**config.mk**
```make
export PLATFORM = sky130hd
export DESIGN_NAME = xorexec_mc
export DESIGN_NICKNAME = d
export VERILOG_FILES = /design/src/rtl/xorexec_mc.sv
export SDC_FILE = /design/constraint.sdc
export NUM_CORES = 1
export LEC_CHECK = 0
export BUFFER_PORTS_ARGS = -buffer_cell sky130_fd_sc_hd__buf_4
export CAP_MARGIN = 0
export CORE_ASPECT_RATIO = 2
export CORE_MARGIN = 4
export CORE_UTILIZATION = 40
export CTS_CLUSTER_SIZE = 28
export DETAILED_ROUTE_END_ITERATION = 8
export PLACE_DENSITY_LB_ADDON = 0.05
export SKIP_LAST_GASP = 1
export SLEW_MARGIN = 20
export SYNTH_ARGS = -nofsm -noshare
export SYNTH_HDL_FRONTEND = slang
export SYNTH_SLANG_ARGS = --single-unit
```
**constraint.sdc**
```tcl
create_clock -name clk -period 4.1 [get_ports clk]
set_clock_uncertainty 0.2 [all_clocks]
set_input_delay 0.205 -clock clk [delete_from_list [all_inputs] [get_ports clk]]
set_output_delay 0.205 -clock clk [all_outputs]
set_load 0.02 [all_outputs]
```
**src/rtl/xorexec_mc.sv**
```systemverilog
// ---------------------------------------------------------------------------
// xorexec_mc - multi-channel xor executor
//
// Words arrive on a shared push port tagged with a channel number and are
// buffered in per-channel input FIFOs. A round-robin arbiter issues at most
// one word per clock into a single exec register that XORs the word with the
// channel key. In chained mode the result also becomes the new key. Results
// leave through a shared first-word-fall-through output FIFO with a channel tag.
//
// Ports:
//   clk, rst_n          clock (rising edge), asynchronous active-low reset
//   ififo_push/_ch      push idata into input FIFO of channel ififo_ch
//   idata               push data
//   ififo_not_full      per-channel input FIFO has space (registered)
//   key_wr/_ch/_data    write key of channel key_ch
//   chain_en            1 = chained key, 0 = static key (sampled at issue)
//   ofifo_pop           consume output FIFO head
//   ofifo_rdy           output FIFO non-empty
//   odata, och          output FIFO head data and channel tag
//   ovf_err             sticky per-channel flag: push to a full channel
// ---------------------------------------------------------------------------
module xorexec_mc #(
   parameter int DWIDTH = 8,
   parameter int NCH    = 4,
   parameter int IDEPTH = 4,
   parameter int ODEPTH = 8,
   parameter logic [DWIDTH-1:0] KEY_INIT = {DWIDTH{1'b0}}
) (
   input  logic                     clk,
   input  logic                     rst_n,
   input  logic                     ififo_push,
   input  logic [$clog2(NCH)-1:0]   ififo_ch,
   input  logic [DWIDTH-1:0]        idata,
   output logic [NCH-1:0]           ififo_not_full,
   input  logic                     key_wr,
   input  logic [$clog2(NCH)-1:0]   key_ch,
   input  logic [DWIDTH-1:0]        key_data,
   input  logic                     chain_en,
   input  logic                     ofifo_pop,
   output logic                     ofifo_rdy,
   output logic [DWIDTH-1:0]        odata,
   output logic [$clog2(NCH)-1:0]   och,
   output logic [NCH-1:0]           ovf_err
);
   localparam int CW  = $clog2(NCH);
   localparam int IAW = $clog2(IDEPTH);
   localparam int OAW = $clog2(ODEPTH);
   localparam logic [IAW:0]   IFULL  = (IAW+1)'(IDEPTH);
   localparam logic [OAW+1:0] OSLOTS = (OAW+2)'(ODEPTH);

   logic [1:0]        rst_sync_r;
   logic              rst_int_n_s;

   logic [DWIDTH-1:0] imem_r [NCH][IDEPTH];
   logic [IAW-1:0]    iwptr_r [NCH];
   logic [IAW-1:0]    irptr_r [NCH];
   logic [IAW:0]      icnt_r [NCH];
   logic [IAW:0]      icnt_nxt_s [NCH];
   logic [NCH-1:0]    not_full_r, ovf_r;
   logic [NCH-1:0]    nonempty_s, push_vec_s, accept_vec_s, issue_vec_s;

   logic [DWIDTH-1:0] key_r [NCH];
   logic [CW-1:0]     rr_ptr_r, win_s;
   logic              any_s, space_s, issue_s;
   logic [DWIDTH-1:0] result_s;

   logic              exec_valid_r;
   logic [DWIDTH-1:0] exec_data_r;
   logic [CW-1:0]     exec_ch_r;

   logic [DWIDTH-1:0] odmem_r [ODEPTH];
   logic [CW-1:0]     ocmem_r [ODEPTH];
   logic [OAW-1:0]    owptr_r, orptr_r, orptr_nxt_s;
   logic [OAW:0]      ocnt_r, ocnt_kept_s, ocnt_nxt_s;
   logic              opop_s, ordy_r;
   logic [DWIDTH-1:0] odata_r, odata_nxt_s;
   logic [CW-1:0]     och_r, och_nxt_s;

   // Reset synchronizer: assertion is immediate, release is aligned to clk.
   always_ff @(posedge clk or negedge rst_n) begin
      if (!rst_n) begin
         rst_sync_r <= 2'b00;
      end else begin
         rst_sync_r <= {rst_sync_r[0], 1'b1};
      end
   end
   assign rst_int_n_s = rst_sync_r[1];

   // Round-robin arbiter: scan downward so the lowest offset from rr_ptr wins.
   always_comb begin
      logic [CW-1:0] idx;
      win_s = rr_ptr_r;
      any_s = 1'b0;
      idx   = rr_ptr_r;
      for (int c = 0; c < NCH; c++) begin
         nonempty_s[c] = (icnt_r[c] != {(IAW+1){1'b0}});
      end
      for (int i = NCH - 1; i >= 0; i--) begin
         idx   = rr_ptr_r + CW'(i);
         win_s = nonempty_s[idx] ? idx : win_s;
         any_s = any_s | nonempty_s[idx];
      end
   end

   // Issue gate counts the exec word as already occupying an output slot.
   always_comb begin
      space_s  = ({1'b0, ocnt_r} + {{(OAW+1){1'b0}}, exec_valid_r}) < OSLOTS;
      issue_s  = any_s & space_s;
      result_s = imem_r[win_s][irptr_r[win_s]] ^ key_r[win_s];
   end

   // Per-channel push acceptance; an issue in the same cycle frees a slot.
   always_comb begin
      for (int c = 0; c < NCH; c++) begin
         issue_vec_s[c]  = issue_s && (win_s == CW'(c));
         push_vec_s[c]   = ififo_push && (ififo_ch == CW'(c));
         accept_vec_s[c] = push_vec_s[c] && ((icnt_r[c] < IFULL) || issue_vec_s[c]);
         icnt_nxt_s[c]   = icnt_r[c] + {{IAW{1'b0}}, accept_vec_s[c]}
                                     - {{IAW{1'b0}}, issue_vec_s[c]};
      end
   end

   // Input FIFO storage (no reset needed: pointers define validity).
   always_ff @(posedge clk) begin
      for (int c = 0; c < NCH; c++) begin
         if (accept_vec_s[c]) begin
            imem_r[c][iwptr_r[c]] <= idata;
         end
      end
   end

   // Input FIFO pointers, counts, registered not-full and sticky overflow.
   always_ff @(posedge clk or negedge rst_int_n_s) begin
      if (!rst_int_n_s) begin
         for (int c = 0; c < NCH; c++) begin
            iwptr_r[c] <= {IAW{1'b0}};
            irptr_r[c] <= {IAW{1'b0}};
            icnt_r[c]  <= {(IAW+1){1'b0}};
         end
         not_full_r <= {NCH{1'b1}};
         ovf_r      <= {NCH{1'b0}};
      end else begin
         for (int c = 0; c < NCH; c++) begin
            if (accept_vec_s[c]) begin
               iwptr_r[c] <= iwptr_r[c] + IAW'(1);
            end
            if (issue_vec_s[c]) begin
               irptr_r[c] <= irptr_r[c] + IAW'(1);
            end
            if (push_vec_s[c] && !accept_vec_s[c]) begin
               ovf_r[c] <= 1'b1;
            end
            icnt_r[c]     <= icnt_nxt_s[c];
            not_full_r[c] <= (icnt_nxt_s[c] < IFULL);
         end
      end
   end

   // Exec register, RR pointer and keys; an explicit key write beats chaining.
   always_ff @(posedge clk or negedge rst_int_n_s) begin
      if (!rst_int_n_s) begin
         exec_valid_r <= 1'b0;
         exec_data_r  <= {DWIDTH{1'b0}};
         exec_ch_r    <= {CW{1'b0}};
         rr_ptr_r     <= {CW{1'b0}};
         for (int c = 0; c < NCH; c++) begin
            key_r[c] <= KEY_INIT;
         end
      end else begin
         exec_valid_r <= issue_s;
         if (issue_s) begin
            exec_data_r <= result_s;
            exec_ch_r   <= win_s;
            rr_ptr_r    <= win_s + CW'(1);
         end
         for (int c = 0; c < NCH; c++) begin
            if (key_wr && (key_ch == CW'(c))) begin
               key_r[c] <= key_data;
            end else if (issue_vec_s[c] && chain_en) begin
               key_r[c] <= result_s;
            end
         end
      end
   end

   // Output FIFO next state; the head is re-registered so odata/och are flops.
   always_comb begin
      opop_s      = ofifo_pop && ordy_r;
      orptr_nxt_s = orptr_r + (opop_s ? OAW'(1) : OAW'(0));
      ocnt_kept_s = ocnt_r - {{OAW{1'b0}}, opop_s};
      ocnt_nxt_s  = ocnt_kept_s + {{OAW{1'b0}}, exec_valid_r};
      if (ocnt_nxt_s == {(OAW+1){1'b0}}) begin
         odata_nxt_s = odata_r;
         och_nxt_s   = och_r;
      end else if (ocnt_kept_s == {(OAW+1){1'b0}}) begin
         // FIFO was empty apart from the word written this edge.
         odata_nxt_s = exec_data_r;
         och_nxt_s   = exec_ch_r;
      end else begin
         odata_nxt_s = odmem_r[orptr_nxt_s];
         och_nxt_s   = ocmem_r[orptr_nxt_s];
      end
   end

   // Output FIFO storage.
   always_ff @(posedge clk) begin
      if (exec_valid_r) begin
         odmem_r[owptr_r] <= exec_data_r;
         ocmem_r[owptr_r] <= exec_ch_r;
      end
   end

   // Output FIFO pointers, count and registered head outputs.
   always_ff @(posedge clk or negedge rst_int_n_s) begin
      if (!rst_int_n_s) begin
         owptr_r <= {OAW{1'b0}};
         orptr_r <= {OAW{1'b0}};
         ocnt_r  <= {(OAW+1){1'b0}};
         ordy_r  <= 1'b0;
         odata_r <= {DWIDTH{1'b0}};
         och_r   <= {CW{1'b0}};
      end else begin
         if (exec_valid_r) begin
            owptr_r <= owptr_r + OAW'(1);
         end
         orptr_r <= orptr_nxt_s;
         ocnt_r  <= ocnt_nxt_s;
         ordy_r  <= (ocnt_nxt_s != {(OAW+1){1'b0}});
         odata_r <= odata_nxt_s;
         och_r   <= och_nxt_s;
      end
   end

   assign ififo_not_full = not_full_r;
   assign ovf_err        = ovf_r;
   assign ofifo_rdy      = ordy_r;
   assign odata          = odata_r;
   assign och            = och_r;

endmodule
```
==> key figures <==
Critical path
  • Top delay family on crit path: simple AND/OR/NAND/NOR gates
  • WP buf/inv: 4
  • CP peak stage delay: approximately 0.44 ns
  • Crit path top cell by count: inv_1
  • CP required: between 4 and 5 ns
  • CP Class: reg2reg
  • Crit. End Element: flip-flop
  • CP max FO: 4
  • CP arrival: just under 4 ns
  • Crit-path slowest cell: dfrtp_1
  • Startpoint types: flip-flop
  • CP Cell Sequence: or3_1 > nand2_1 > a21oi_2 > a211o_1 > nor2_1 > nand2_1 > a21oi_1 > inv_1 > ha_1 > inv_1 > ha_1 > inv_1 > fa_1 > xnor2_1 > xor2_1 > inv_1

Logic synthesis
  • Async set or reset register ratio after synthesis: 33.3%
  • Synth unique cells: 65
  • Synth Register Bits: 312
  • Post-synthesis cell area: between 10000 and 15000 sq um
  • Synth Net Count: 1073
  • Most used DFF post-synth: edfxtp_1
  • Synth area leader: edfxtp_1
  • Sequential fraction of the synthesis area: between 60% and 70%
  • Post-Syn Area per Cell: 13.6 sq um
  • Synth Instances: 1012
  • Synth top area cells: edfxtp_1 (45%), dfrtp_1 (18%), and3_1 (4.2%), mux4_2 (3.3%), a211oi_1 (3.1%)
  • Share of the synthesized area in the top cell type: between 40% and 50%
  • Yosys warnings: 0
  • EDFF count, synth: around 210

Route
  • Final wirelength: approximately 35000 microns
  • Final routed DRC violation total: 0
  • Vias per cell: about 5.4
  • Vias: between 8000 and 9000
  • WL per Instance: about 22 microns
  • TritonRoute pass-1 iters: 4
  • DRT iter0 DRCs: between 300 and 400
  • Post-route ant nets: 0

Clock network
  • CTS Buf Count: 29
  • H-tree Lvls: 1
  • Clk buf depth: 3
  • Setup Buffers After CTS: 0
  • Worst skew pair latency: between 0.5 and 0.6 ns
  • CTS clk-pin slew, worst paths: about 0.070 ns
  • CTS tree: yes
  • CTS Root Cell: clkbuf_16
  • Sink Count: between 300 and 400

Status
  • Outcome: completed

Timing
  • Endpoints failing setup: 0
  • Worst-Margin Slew: 1.07 ns
  • Fin. Hold Viols: 0
  • Post-route clock period utilization: 90.2%
  • Slew margin rel.: between 20% and 30%
  • RSZ-0062 raised after global routing: no
  • Setup ws final: 0.401 ns
  • Setup TNS: 0 ns
  • Min cycle time layout: approximately 3.7 ns
  • F_max: around 270 MHz
  • Pins Over Slew Limit: 0

Power
  • Pwr dens: roughly 930 nW/um^2
  • Peak VDD IR: 495 uV
  • Overall power: between 10 and 15 mW
  • Leakage power: just over 6 nW

Global route
  • Largest net degree at the start of global routing: 63
  • Vias in the first global route: 8952
  • Initial antenna violation count: 0
  • GRT Total Usage: between 10% and 20%
  • First-pass GRT wire length: roughly 54000 microns
  • Remaining Overflow, GRT: 0

Placement
  • Port-buffer cells: 44
  • Placer Congestion: 0.853
  • Hpwl dp: 24600 microns
  • Setup WS pre-CTS: between 0.2 and 0.3 ns

Cells and area
  • Nets: around 1200
  • Area Growth Syn to Fin: 16.0%
  • Filler instances: approximately 3100
  • Diodes inserted: 0
  • Share of layout cells above drive strength 1: 16.4%

Flow run
  • Max-cap viol count: 0

Worst hold path
  • Worst hold path type: in2reg

Die
  • Row count: 95
  • Horiz. Die Dim: roughly 140 microns
  • Starting Density: around 41%
  • Die ar.: approximately 38000 sq um
  • Core Area: 33800 sq um
  • Die H: roughly 270 microns
  • # IOs: 45
-- state kept, by name, summed over array words and instances, names as in the netlist --
signal	count
rr_ptr_r	2
icnt_r	12
owptr_r	3
ovf_err	4
orptr_r	3
odmem_r	64
odata	8
rst_sync_r	2
iwptr_r	8
ocmem_r	16
ocnt_r	4
och	2
irptr_r	8
ofifo_rdy	1
exec_data_r	8
imem_r	128
ififo_not_full	4
key_r	32
exec_ch_r	2
exec_valid_r	1
-- metal layers --
metal,track usage (%),share of wire (%)
met5,0,0
met2,38.3,60
met1,18.6,35
met3,1.61,2.0
met4,6.80,3.2
-- metrics by stage --
stage                     hold slack, ns  instance area [sq um]  utilization [%]  cells
after global placement            -0.212                  14700             43.7   1482
after detailed placement          -0.209                  14700             43.7   1482
after CTS                        0.00516                  15900             47.1   1560
final                             0.0348                  15900             47.2   1561
after floorplan                   -0.291                  13700                -   1012
after global routing              0.0454                  15900             47.2   1561
-- report_power, final --
group	switching [mW]	internal (mW)
clock	1.17	1.51
combinational	4.42	2.86
sequential	0.524	4.31
-- logic make-up after synthesis --
group / share of synthesized area (%)
flip-flops: 64.5
AND/OR/NAND/NOR: 11.2
AO/OA/AOI/OAI: 10.6
buffers and inverters: 3.20
multiplexers: 5.26
adder cells (fa/ha/maj): 3.41
XOR/XNOR: 1.79
other: 0.0273
-- tightest hold or removal path: cells and delay by family --
family	cells	cell delay (ns)
and+or+nand+nor	1	0.05
AOI/OAI and AO/OA	2	0.21
buffers and inverters	2	0.28
-- cell type report --
class	count	area, sq um	area share (%)
Tap cell	436	546	3.42
Timing Repair Buffer	117	991	6.22
Clock inverter	16	160	1.01
Clock buffer	37	766	4.81
Multi-Input combinational cell	604	4460	28.0
Inverter	39	146	0.919
Sequential cell	312	8860	55.6
-- cell usage after synthesis, types with 2 or more instances --
cell type,number
o21ai_1,15
inv_1,39
nand2_1,73
a221oi_1,16
nand4_1,7
mux4_2,20
fa_1,4
nor4_1,16
a31oi_1,9
nor3_1,3
nand2b_1,4
nor2_1,15
a21boi_1,3
o21ai_0,54
dfstp_2,4
o21ai_2,2
a31o_2,3
edfxtp_1,208
nand3_1,9
nor3_4,2
buf_6,6
a211oi_1,57
xnor2_1,17
and3_1,92
or4_1,14
ha_1,31
o211ai_1,14
nor3b_1,3
o211a_1,2
buf_2,18
clkbuf_1,29
a21o_1,2
dfrtp_1,100
a21oi_1,36
buf_4,3
nor4_2,2
xor2_1,11
mux2i_1,26
and2_1,17
-- final timing paths --
path                                from            end  slack (ns)  cells past startpoint
setup / recovery               icnt_r[4]      icnt_r[2]        0.40                     16
hold / removal                 key_ch[1]      key_r[29]        0.03                      5
setup reg to reg               icnt_r[4]      icnt_r[2]        0.40                     16
hold reg to reg            rst_sync_r[0]  rst_sync_r[1]        0.15                      0
max in group asynchronous  rst_sync_r[1]       key_r[4]        2.59                      1
min in group asynchronous  rst_sync_r[1]      ocnt_r[1]        0.24                      0
-- cell usage in the layout (no fill, tap or decap), types with 3 or more instances in the layout --
cell	n
a211oi_1	57
a21boi_1	3
a21oi_1	36
a221oi_1	16
a31o_2	3
a31oi_1	9
and2_1	17
and3_1	92
buf_12	4
buf_4	88
bufinv_16	3
clkbuf_1	7
clkbuf_16	29
clkinv_1	5
clkinv_2	4
clkinvlp_4	3
dfrtp_1	99
dfstp_2	4
dlygate4sd3_1	25
edfxtp_1	208
fa_1	4
ha_1	31
inv_1	39
mux2i_1	26
mux4_2	20
nand2_1	73
nand2b_1	4
nand3_1	9
nand4_1	7
nor2_1	14
nor3b_1	3
nor4_1	15
nor4_2	3
o211ai_1	14
o21ai_0	54
o21ai_1	15
or4_1	14
xnor2_1	17
xor2_1	11
-- repair_timing --
action                                  CTS  global route
gates resized for setup                   0             1
hold buffers                             25             0
hold endpoints to repair                166             0
endpoints found under the setup margin    0             2
Power figures use the tool's default switching activity.
